`src/rtl/accu_pkg.sv`:
```
// Shared definitions for the accumulating sequence-detector controller.
// State encoding, timing constants and the length clamp helper.
package accu_pkg;

  localparam int RSTD_LEN = 2;
  localparam int MAX_LEN  = 16;
  localparam int TW       = 8;

  typedef enum logic [2:0] {
    IDLE   = 3'd0,
    RSTD   = 3'd1,
    SETUP  = 3'd2,
    PULSE  = 3'd3,
    SETTLE = 3'd4,
    DONE   = 3'd5
  } state_t;

  function automatic logic [4:0] clamp_len(input logic [4:0] l);
    return (l > 5'(MAX_LEN)) ? 5'(MAX_LEN) : l;
  endfunction

endpackage

```
`src/rtl/accu_step_timer.sv`:
```
// Loadable down-counter; zero flags the last cycle of a timed phase.
// Holds at zero until reloaded.
module accu_step_timer
  import accu_pkg::*;
#(
  parameter int W = TW
) (
  input  logic         clk,
  input  logic         reset,
  input  logic         load,
  input  logic [W-1:0] load_val,
  output logic         zero
);

  logic [W-1:0] cnt;

  always_ff @(posedge clk) begin
    if (reset)
      cnt <= '0;
    else if (load)
      cnt <= load_val;
    else if (cnt != '0)
      cnt <= cnt - 1'b1;
  end

  assign zero = (cnt == '0);

endmodule

```
`src/rtl/accu_seq_ctrl.sv`:
```
// Plays a latched bit pattern into a sequence detector one step at a time
// and records the detector's response after each step.
module accu_seq_ctrl
  import accu_pkg::*;
#(
  parameter int NEXT_HIGH     = 2,
  parameter int SETTLE_CYCLES = 2
) (
  input  logic        clk,
  input  logic        reset,
  input  logic        start,
  input  logic        abort,
  input  logic [15:0] pattern,
  input  logic [4:0]  length,
  output logic        det_reset,
  output logic        det_in,
  output logic        det_next,
  input  logic        det_out,
  output logic        busy,
  output logic        done,
  output logic [15:0] match_map,
  output logic [4:0]  match_count
);

  localparam logic [TW-1:0] RSTD_LD   = TW'(RSTD_LEN - 1);
  localparam logic [TW-1:0] PULSE_LD  = TW'(NEXT_HIGH - 1);
  localparam logic [TW-1:0] SETTLE_LD = TW'(SETTLE_CYCLES - 1);

  state_t state, state_nx;

  logic [15:0]   pat_q;
  logic [4:0]    len_q;
  logic [3:0]    k_q;
  logic          abort_q;
  logic          tmr_load;
  logic [TW-1:0] tmr_val;
  logic          tmr_zero;
  logic          latch;
  logic          capture;
  logic          step_inc;
  logic          abort_go;
  logic          last_step;

  assign last_step = ({1'b0, k_q} == (len_q - 5'd1));

  accu_step_timer #(.W(TW)) u_timer (
    .clk      (clk),
    .reset    (reset),
    .load     (tmr_load),
    .load_val (tmr_val),
    .zero     (tmr_zero)
  );

  always_ff @(posedge clk) begin
    if (reset)
      state <= IDLE;
    else
      state <= state_nx;
  end

  always_comb begin
    state_nx = state;
    tmr_load = 1'b0;
    tmr_val  = RSTD_LD;
    latch    = 1'b0;
    capture  = 1'b0;
    step_inc = 1'b0;
    abort_go = 1'b0;
    if (abort && state != IDLE) begin
      state_nx = IDLE;
      abort_go = 1'b1;
    end else begin
      unique case (state)
        IDLE: begin
          if (start && !abort) begin
            latch    = 1'b1;
            tmr_load = 1'b1;
            tmr_val  = RSTD_LD;
            state_nx = RSTD;
          end
        end
        RSTD: begin
          if (tmr_zero)
            state_nx = (len_q == 5'd0) ? DONE : SETUP;
        end
        SETUP: begin
          tmr_load = 1'b1;
          tmr_val  = PULSE_LD;
          state_nx = PULSE;
        end
        PULSE: begin
          if (tmr_zero) begin
            tmr_load = 1'b1;
            tmr_val  = SETTLE_LD;
            state_nx = SETTLE;
          end
        end
        SETTLE: begin
          if (tmr_zero) begin
            capture = 1'b1;
            if (last_step) begin
              state_nx = DONE;
            end else begin
              step_inc = 1'b1;
              state_nx = SETUP;
            end
          end
        end
        DONE:    state_nx = IDLE;
        default: state_nx = IDLE;
      endcase
    end
  end

  // Outputs decode from state; the detector also resets with the controller
  always_comb begin
    busy      = (state != IDLE);
    done      = (state == DONE);
    det_next  = (state == PULSE);
    det_in    = 1'b0;
    det_reset = reset || abort_q || (state == RSTD);
    unique case (1'b1)
      (state == SETUP),
      (state == PULSE),
      (state == SETTLE): det_in = pat_q[k_q];
      default:           det_in = 1'b0;
    endcase
  end

  always_ff @(posedge clk) begin
    if (reset) begin
      pat_q       <= '0;
      len_q       <= '0;
      k_q         <= '0;
      abort_q     <= 1'b0;
      match_map   <= '0;
      match_count <= '0;
    end else begin
      abort_q <= abort_go;
      if (latch) begin
        pat_q       <= pattern;
        len_q       <= clamp_len(length);
        k_q         <= '0;
        match_map   <= '0;
        match_count <= '0;
      end
      if (capture) begin
        match_map[k_q] <= det_out;
        if (det_out && match_count != 5'(MAX_LEN))
          match_count <= match_count + 5'd1;
      end
      if (step_inc)
        k_q <= k_q + 4'd1;
    end
  end

endmodule

```
`config.mk`:
```
export PLATFORM = sky130hd
export DESIGN_NAME = accu_seq_ctrl
export DESIGN_NICKNAME = d
export VERILOG_FILES = /design/src/rtl/accu_pkg.sv /design/src/rtl/accu_step_timer.sv /design/src/rtl/accu_seq_ctrl.sv
export SDC_FILE = /design/constraint.sdc
export NUM_CORES = 1
export LEC_CHECK = 0
export BUFFER_PORTS_ARGS = -buffer_cell sky130_fd_sc_hd__buf_2
export CORE_AREA = 2 2 79 81
export DETAILED_ROUTE_END_ITERATION = 8
export DIE_AREA = 0 0 81 83
export PLACE_DENSITY_LB_ADDON = 0.1
export SLEW_MARGIN = 20
export SYNTH_ARGS = -nofsm -noshare
export SYNTH_HDL_FRONTEND = slang
export SYNTH_HIERARCHICAL = 1
export SYNTH_SLANG_ARGS = --single-unit
```
`constraint.sdc`:
```
create_clock -name clk -period 3 [get_ports clk]
set_input_delay 0.3 -clock clk [delete_from_list [all_inputs] [get_ports clk]]
set_output_delay 0.3 -clock clk [all_outputs]
set_load 0.02 [all_outputs]
```
Yosys cells after proc, flatten, opt, wreduce, memory -nomap -nowiden. Index checks and enable logic that the tools add are counted.

Word-level logic and storage cells: 82. Output and inout port bits: 26. Input bits: 26. Register bits after elaboration: 58.

$lt $le $gt $ge: 3. Reduce and logical (&&, ||, !) cells: 18. Add/subtract/negate cells: 4. Equal/unequal tests: 11. Muxes and demuxes: 37.

Operators with widths (count): $mux 16 (3); $mux 5 (4); $mux 3 (6); $mux 1 (17); $bwmux 16 (1); $pmux 3 s5 (1); $logic_not 8->1 (1); $mux 4 (2); $reduce_bool 8->1 (1); $sub 8x1->8 const B (1); $eq 3x2->1 const B (2); $eq 3x3->1 const B (2); $ne 2x2->1 const B (3); $add 5x1->5 const B (1); $eq 4x5->1 (1); $gt 5x5->1 const B (1); $logic_not 5->1 (1); $lt 4x5->1 const B (1); $ne 5x5->1 const B (1); $sub 5x1->5 const B (1); $add 4x1->4 const B (1); $bmux 1 s4 (1); $demux 1 s4 (1); $ge 4x1->1 const B (1); 12 further kinds (18).

Depth between registers and ports, before layout. Gate-level depths: netlist of run 1.

Depth in word-level cells: 9. Gate-level depth with buffers: 12. Depth with buffers taken out: 8.

Hierarchy. The synthesis of run 1 kept the hierarchy.

By module, submodules not included: accu_seq_ctrl (cells an instance 314, area each 2586.2 µm², times used 1); accu_step_timer (cells an instance 53, area each 475.5 µm², times used 1).

Least setup slack after synthesis of run 1. No wires, ideal clock.

Path type: register to register. From: register u_timer.cnt[3]. To: register match_count[4]. Arrival time: 2.181 ns. Clock period less this slack: 2.295 ns. Path slack: 0.705 ns. Cell stages (with the launch flop): 11. Setup time: 0.115 ns. Cells stage by stage: dfxtp_1 > nor4_4 > and4bb_1 > buf_6 > clkbuf_2 > and4bb_1 > nor2b_1 > buf_4 > nand3_1 > o211a_1 > o21a_1.

Longest elaborated chain between the ends: 5.

RTL lines: start: declaration (RTL line accu_step_timer.sv:15) `logic [W-1:0] cnt;`; start signal: assignment (RTL line accu_step_timer.sv:21) `cnt <= load_val;`; start signal: assignment (RTL line accu_step_timer.sv:23) `cnt <= cnt - 1'b1;`; $logic_not 8->1 (RTL line accu_step_timer.sv:26) `assign zero = (cnt == '0);`; named net tmr_zero (RTL line accu_seq_ctrl.sv:37) `logic tmr_zero;`; $mux 1 (RTL line accu_seq_ctrl.sv:99) `if (tmr_zero) begin`; $mux 1 (RTL line accu_seq_ctrl.sv:73) `unique case (state)`; $mux 1 (RTL line accu_seq_ctrl.sv:69) `if (abort && state != IDLE) begin`; $mux 5 (RTL line accu_seq_ctrl.sv:147) `if (capture) begin`; end signal: assignment (RTL line accu_seq_ctrl.sv:150) `match_count <= match_count + 5'd1;`; end: declaration (RTL line accu_seq_ctrl.sv:22) `output logic [4:0] match_count`.

The timed path passes the listed nets, and every way through them passes these cells. A chain may end at the register's enable or synchronous reset.

Final worst setup path of run 1.
From: register k_q[0]. To: output det_in.

Longest elaborated chain between the ends: 3.

RTL lines: start: declaration (RTL line accu_seq_ctrl.sv:33) `logic [3:0] k_q;`; start signal: assignment (RTL line accu_seq_ctrl.sv:153) `k_q <= k_q + 4'd1;`; $bmux 1 s4 (RTL line accu_seq_ctrl.sv:125) `(state == SETTLE): det_in = pat_q[k_q];`; $mux 1 (not written as such) (RTL line accu_seq_ctrl.sv:125); $mux 1 (RTL line accu_seq_ctrl.sv:122) `unique case (1'b1)`; end: declaration (RTL line accu_seq_ctrl.sv:16) `output logic det_in,`.

Every way passes these cells. The select of a mux whose other input is x is not followed.

==> out/qor.yml, run 1 <==
start_util_pct: 52.6
synth_seq_cells: 58
post_cts_buffers: 0
synth_top_area_share_pct: 37.9
drive_gt1_share_pct: 19.0
ys_warn_count: 6
irDropWorstVdd_v: 0.000354
max_freq_ghz: 0.380
multi_input_area_sq_um: 1720
detail-route-antenna-nets: 0
reg2reg_from: "u_timer/cnt[3]"
clock_latency_ns: 0.34
worst_setup_path_start_kind: "flop"
portBuffers: 51
layout_setup_ws_ns: 0.368
cts_tree: "done"
slew_violations: 0
synth-edff-count: 0
gp_congestion: 0.797
path_clk_slew_ns: 0.07
fin_cells: 491
reg2reg_setup_slack_ns: 0.61
cts.sinks: 58
cts_max_level: 3
leakagePower_nw: 1.38
yosys.area.top_type: "dfxtp_1"
first_global_vias: 2498
clock_skew_ns: 0.00537
io_pins: 52
critPathKind: "reg -> out"
grt_pass1_wl_um: 11700
whs_path_depth: 3
hold_violations: 0
synth_area_sq_um: 3060
maxCapViolCount: 0
wl_um: 6860
clock-root-buffer: "clkbuf_8"
layout_min_cycle_time_ns: 2.63
postLayoutCellArea_sq_um: 3550
worstHoldEndpoint: "pat_q[7]"
dieHeight_um: 83
syn_avg_cell_area_sq_um: 8.34
rsz0062_at_grt: "no"
synthFlopType: "dfxtp_1"
rows: 28
cp_max_fo: 10
dp_hpwl_um: 4760
cp.arrival_ns: 2.33
min_from: "pattern[7]"
antenna_found_initial: 0
final_util_pct: 61.1
n_antenna_cell: 0
powerDensity_nw_per_um2: 595
coreArea_sq_um: 5820
status: "complete, no violations"
clk_path_buf_depth: 2
yosysSeqAreaShare_pct: 37.9
dieArea_sq_um: 6720
setup_viol: 0
worst_pin_slew_ns: 0.910
ys_types: 58
reg2reg_depth: 8
grt_max_degree: 44
vias: 2766
whs_ns: 0.191
cp.required_ns: 2.70
ctsHoldBuffers: 0
pre_cts_slack_ns: 0.662
synth_area_leaders: "dfxtp_1 38%, a21oi_1 7.7%, nand2_1 7.2%, o211ai_1 4.2%, nand4_1 3.7%"
cts_buffers: 9
dr.pass1.iters: 4
hold_class: "in -> reg"
fin_setup_tns_ns: 0
crit_start: "k_q[0]"
max-slew-margin-rel_pct: 39.1
r2r-end: "match_map[0]"
first_iter_violations: 144
routedWlPerCell_um: 14.0
crit_path_end_kind: "primary output"
placed_cell_area_sq_um: 3320
drc: 0
die_x_um: 81
finalPower_mw: 2.11
track_usage_pct: 22.1
syn_inst: 367
dp_cells: 475
fillCellCount: 570
min_period_over_period_pct: 87.7
regArea_sq_um: 1160
grt.overflow.total: 0
via_per_inst: 5.63
nNetsFinal: 445
synth_async_sr_flop_share_pct: 0
area_growth_pct: 16.1
ctsResizeCount: 0
## synth_stat cells (4+ instances only)
library cell  count
a21oi_1          47
buf_2             5
buf_6             4
clkbuf_1         18
dfxtp_1          58
ha_1              8
inv_1            13
nand2_1          59
nand2b_1          4
nand3_1           4
nand3b_1          5
nand4_1          18
nor2_1           21
nor2b_1           6
nor3_1           11
o211ai_1         17
o32ai_1           4
xnor2_1           7
xor2_1            5
## per-layer routing
| metal | vias up | global-route usage, % | part of all wire (%) |
|---|---|---|---|
| li1 | 1403 | - | - |
| met1 | 1288 | 29.9 | 47 |
| met2 | 68 | 33.1 | 47 |
| met3 | 7 | 5.00 | 4.7 |
| met4 | 0 | 10.3 | 1.3 |
| met5 | - | 0 | 0 |
## worst max path at each step
stage / to / depth (start not counted)
after floorplan: match_count[4] / 10
after CTS: det_in / 4
final: det_in / 4
after global placement: det_in / 4
after detailed placement: match_map[0] / 8
after global routing: det_in / 4
## registers in the layout (all words and copies together) (netlist names)
register and flops:
abort_q 1, k_q 4, len_q 5, match_count 5, match_map 16, pat_q 16
state 3, u_timer/cnt 8
## kinds of logic after synthesis
logic type                 count (synthesis)  share of synthesized area, %
xor gates and xnor gates                  12                          3.43
adders and majority gates                  8                          3.27
muxes                                      6                          4.37
other                                      2                         0.245
and+or+nand+nor                          146                          24.6
buffers and inverters                     42                          6.50
AOI/OAI and AO/OA                         93                          19.6
DFF                                       58                          37.9
## final cells by class
| type | instances | area share [%] |
|---|---|---|
| inverter | 13 | 1.37 |
| tap | 75 | 2.64 |
| clock buffer | 10 | 3.59 |
| timing repair buffer | 56 | 8.24 |
| multi-input combinational | 273 | 48.5 |
| sequential | 58 | 32.7 |
| clock inverter | 6 | 2.96 |
## where the power goes
group / leakage [nW] / switching, mW / internal [mW]
clock: 0.120 / 0.316 / 0.547
combinational: 0.787 / 0.202 / 0.173
sequential: 0.471 / 0.0539 / 0.821
## worst max-delay path: stages, from the launching register on
cell and delay, ns:
dfxtp_1 0.59, mux4_1 0.61, mux4_2 0.50, a21boi_1 0.14
buf_2 0.15
## cells in the final DEF (no fill, tap or decap), types with 2 or more instances in the layout
cell type,n
xor2_1,5
nand2_1,59
mux4_1,3
nand2b_1,4
ha_1,8
nor3_1,11
inv_1,13
nand4_1,18
nor3b_1,2
clkinv_2,3
nor2b_1,6
a21oi_1,47
bufinv_16,3
o21ai_0,2
dfxtp_1,58
o311ai_1,3
and4bb_1,2
conb_1,8
xnor2_1,7
clkbuf_8,9
and2_1,2
buf_2,51
o211ai_1,17
mux4_2,2
nand3_1,4
buf_4,5
a311oi_1,2
o32ai_1,4
or3_1,3
nand3b_1,5
o21a_1,2
nor2_1,21
(Power assumes the default switching activity.)
==> run 2, diff against run 1 <==
==> constraint.sdc (replaced) <==
create_clock -name clk -period 3.35 [get_ports clk]
set_input_delay 0.335 -clock clk [delete_from_list [all_inputs] [get_ports clk]]
set_output_delay 0.335 -clock clk [all_outputs]
set_load 0.01 [all_outputs]
==> run 2 against run 1 <==
Effect of this change:
- sequential power down 10%
- clock skew up 0.0052 ns
- first-iteration DRC count up 38%
- highest routed layer unchanged
- sequential share of layout area up 0.59 points
==> out/qor.yml, run 2 (synthesized netlist as in run 1, its figures left out) <==
reg2reg_setup_slack_ns: 0.98  # was 0.61 ns
rsz0062_at_grt: "no"  # unchanged
clock_skew_ns: 0.0105  # was 0.00537 ns
drc: 0  # unchanged
clock_latency_ns: 0.33  # was 0.34 ns
status: "complete, no violations"  # unchanged
antenna_found_initial: 0  # unchanged
ctsResizeCount: 0  # unchanged
post_cts_buffers: 0  # unchanged
max-slew-margin-rel_pct: 35.2  # was 39.1%
dieArea_sq_um: 6720  # unchanged
max_freq_ghz: 0.380
critPathKind: "reg -> out"  # unchanged
crit_path_end_kind: "primary output"  # unchanged
reg2reg_from: "u_timer/cnt[3]"  # unchanged
highest_layer: "met4"  # unchanged
io_pins: 52  # unchanged
worst_pin_slew_ns: 0.969  # was 0.910 ns
layout_min_cycle_time_ns: 2.63
cp.arrival_ns: 2.30  # was 2.33 ns
reg2reg_depth: 8  # unchanged
grt.overflow.total: 0  # unchanged
path_clk_slew_ns: 0.06  # was 0.07 ns
track_usage_pct: 22.0  # was 22.1%
dr.pass1.iters: 4  # unchanged
clk_path_buf_depth: 2  # unchanged
pre_cts_slack_ns: 1.03  # was 0.662 ns
min_from: "pattern[8]"  # was pattern[7]
hold_violations: 0  # unchanged
cts_tree: "done"  # unchanged
dp_hpwl_um: 4770  # was 4760 um
start_util_pct: 52.6  # unchanged
maxCapViolCount: 0  # unchanged
worst_setup_path_start_kind: "flop"  # unchanged
hold_class: "in -> reg"  # unchanged
powerDensity_nw_per_um2: 481  # was 595 nW/um^2
cts_buffers: 9  # unchanged
final_cell_mix: "59 x nand2_1, 58 x dfxtp_1, 51 x buf_2, 47 x a21oi_1, 21 x nor2_1"  # unchanged
vias: 2746  # was 2766
cp_max_fo: 10  # unchanged
slew_violations: 0  # unchanged
gp_congestion: 0.759  # was 0.797
r2r-end: "match_map[0]"  # unchanged
cp.required_ns: 3.01  # was 2.70 ns
cts_max_level: 3  # unchanged
drive_gt1_share_pct: 18.8  # was 19.0%
portBuffers: 51  # unchanged
die_x_um: 81  # unchanged
layout_commonest_cell: "nand2_1"  # unchanged
met1_length_um: 3300  # was 3240 um
rows: 28  # unchanged
cts.sinks: 58  # unchanged
worstHoldEndpoint: "pat_q[8]"  # was pat_q[7]
first_global_vias: 2519  # was 2498
first_iter_violations: 199  # was 144
wl_um: 6910  # was 6860 um
dieHeight_um: 83  # unchanged
ctsHoldBuffers: 0  # unchanged
clock-root-buffer: "clkbuf_8"  # unchanged
routedWlPerCell_um: 14.1  # was 14.0 um
fin_setup_tns_ns: 0  # unchanged
via_per_inst: 5.60  # was 5.63
grt_pass1_wl_um: 11900  # was 11700 um
setup_viol: 0  # unchanged
nNetsFinal: 445  # unchanged
coreArea_sq_um: 5820  # unchanged
layout_setup_ws_ns: 0.717  # was 0.368 ns
detail-route-antenna-nets: 0  # unchanged
irDropWorstVdd_v: 0.000237  # was 0.000354 V
n_antenna_cell: 0  # unchanged
route.met3.wl_um: 269  # was 320 um
area_growth_pct: 14.0  # was 16.1%
grt_max_degree: 35  # was 44
whs_path_depth: 3  # unchanged
leakagePower_nw: 1.35  # was 1.38 nW
fillCellCount: 567  # was 570
wl_met2_um: 3250  # was 3220 um
min_period_over_period_pct: 78.6
largest_registers: "match_map x16, pat_q x16, u_timer/cnt x8"  # unchanged
[run 2: worst max-delay path, cell delays in order (launching register included)]
cell	delay, ns
dfxtp_1	0.58
mux4_1	0.61
mux4_2	0.49
a21boi_1	0.15
buf_2	0.14
[run 2: per-stage QoR]
| step | area [sq um] | cells | utilization, % | hold WS, ns | power [mW] |
|---|---|---|---|---|---|
| final | 3490 | 490 | 60.0 | 0.242 | 1.68 |
| after global placement | 3320 | 475 | 57.1 | 0.444 | 1.12 |
| after CTS | 3490 | 490 | 60.0 | 0.228 | 1.69 |
| after global routing | 3490 | 490 | 60.0 | 0.235 | 1.77 |
| after detailed placement | 3320 | 475 | 57.1 | 0.450 | 1.13 |
| after floorplan | 3080 | 373 | - | 0.432 | 1.06 |
[run 2: worst max-delay path by stage]
| stage | from | endpoint | slack (ns) | cells after the start |
|---|---|---|---|---|
| after global placement | k_q[0] | det_in | 1.08 | 4 |
| after global routing | k_q[0] | det_in | 0.62 | 4 |
| final | k_q[0] | det_in | 0.72 | 4 |
| after CTS | k_q[0] | det_in | 0.70 | 4 |
| after floorplan | u_timer/cnt[3] | match_count[4] | 1.05 | 10 |
| after detailed placement | u_timer/cnt[3] | match_map[2] | 1.03 | 8 |
[run 2: layer usage]
metal | up-vias | track usage (%)
met5 | - | 0
met4 | 0 | 8.01
met3 | 9 | 4.24
met2 | 63 | 34.1
met1 | 1278 | 30.3
li1 | 1396 | -
[run 2: area by class of cell]
| class | instances | area (sq um) | area share, % |
|---|---|---|---|
| multi-input combinational | 273 | 1720 | 49.4 |
| sequential | 58 | 1160 | 33.3 |
| timing repair buffer | 56 | 293 | 8.39 |
| clock buffer | 12 | 155 | 4.44 |
| tap | 75 | 93.8 | 2.69 |
| inverter | 13 | 48.8 | 1.40 |
| clock inverter | 3 | 15.0 | 0.430 |
[run 2: power breakdown]
group	leakage (nW)	total, mW	switching (mW)	internal [mW]
clock network	0.0920	0.565	0.264	0.301
registers	0.471	0.786	0.0497	0.736
logic	0.787	0.328	0.174	0.154
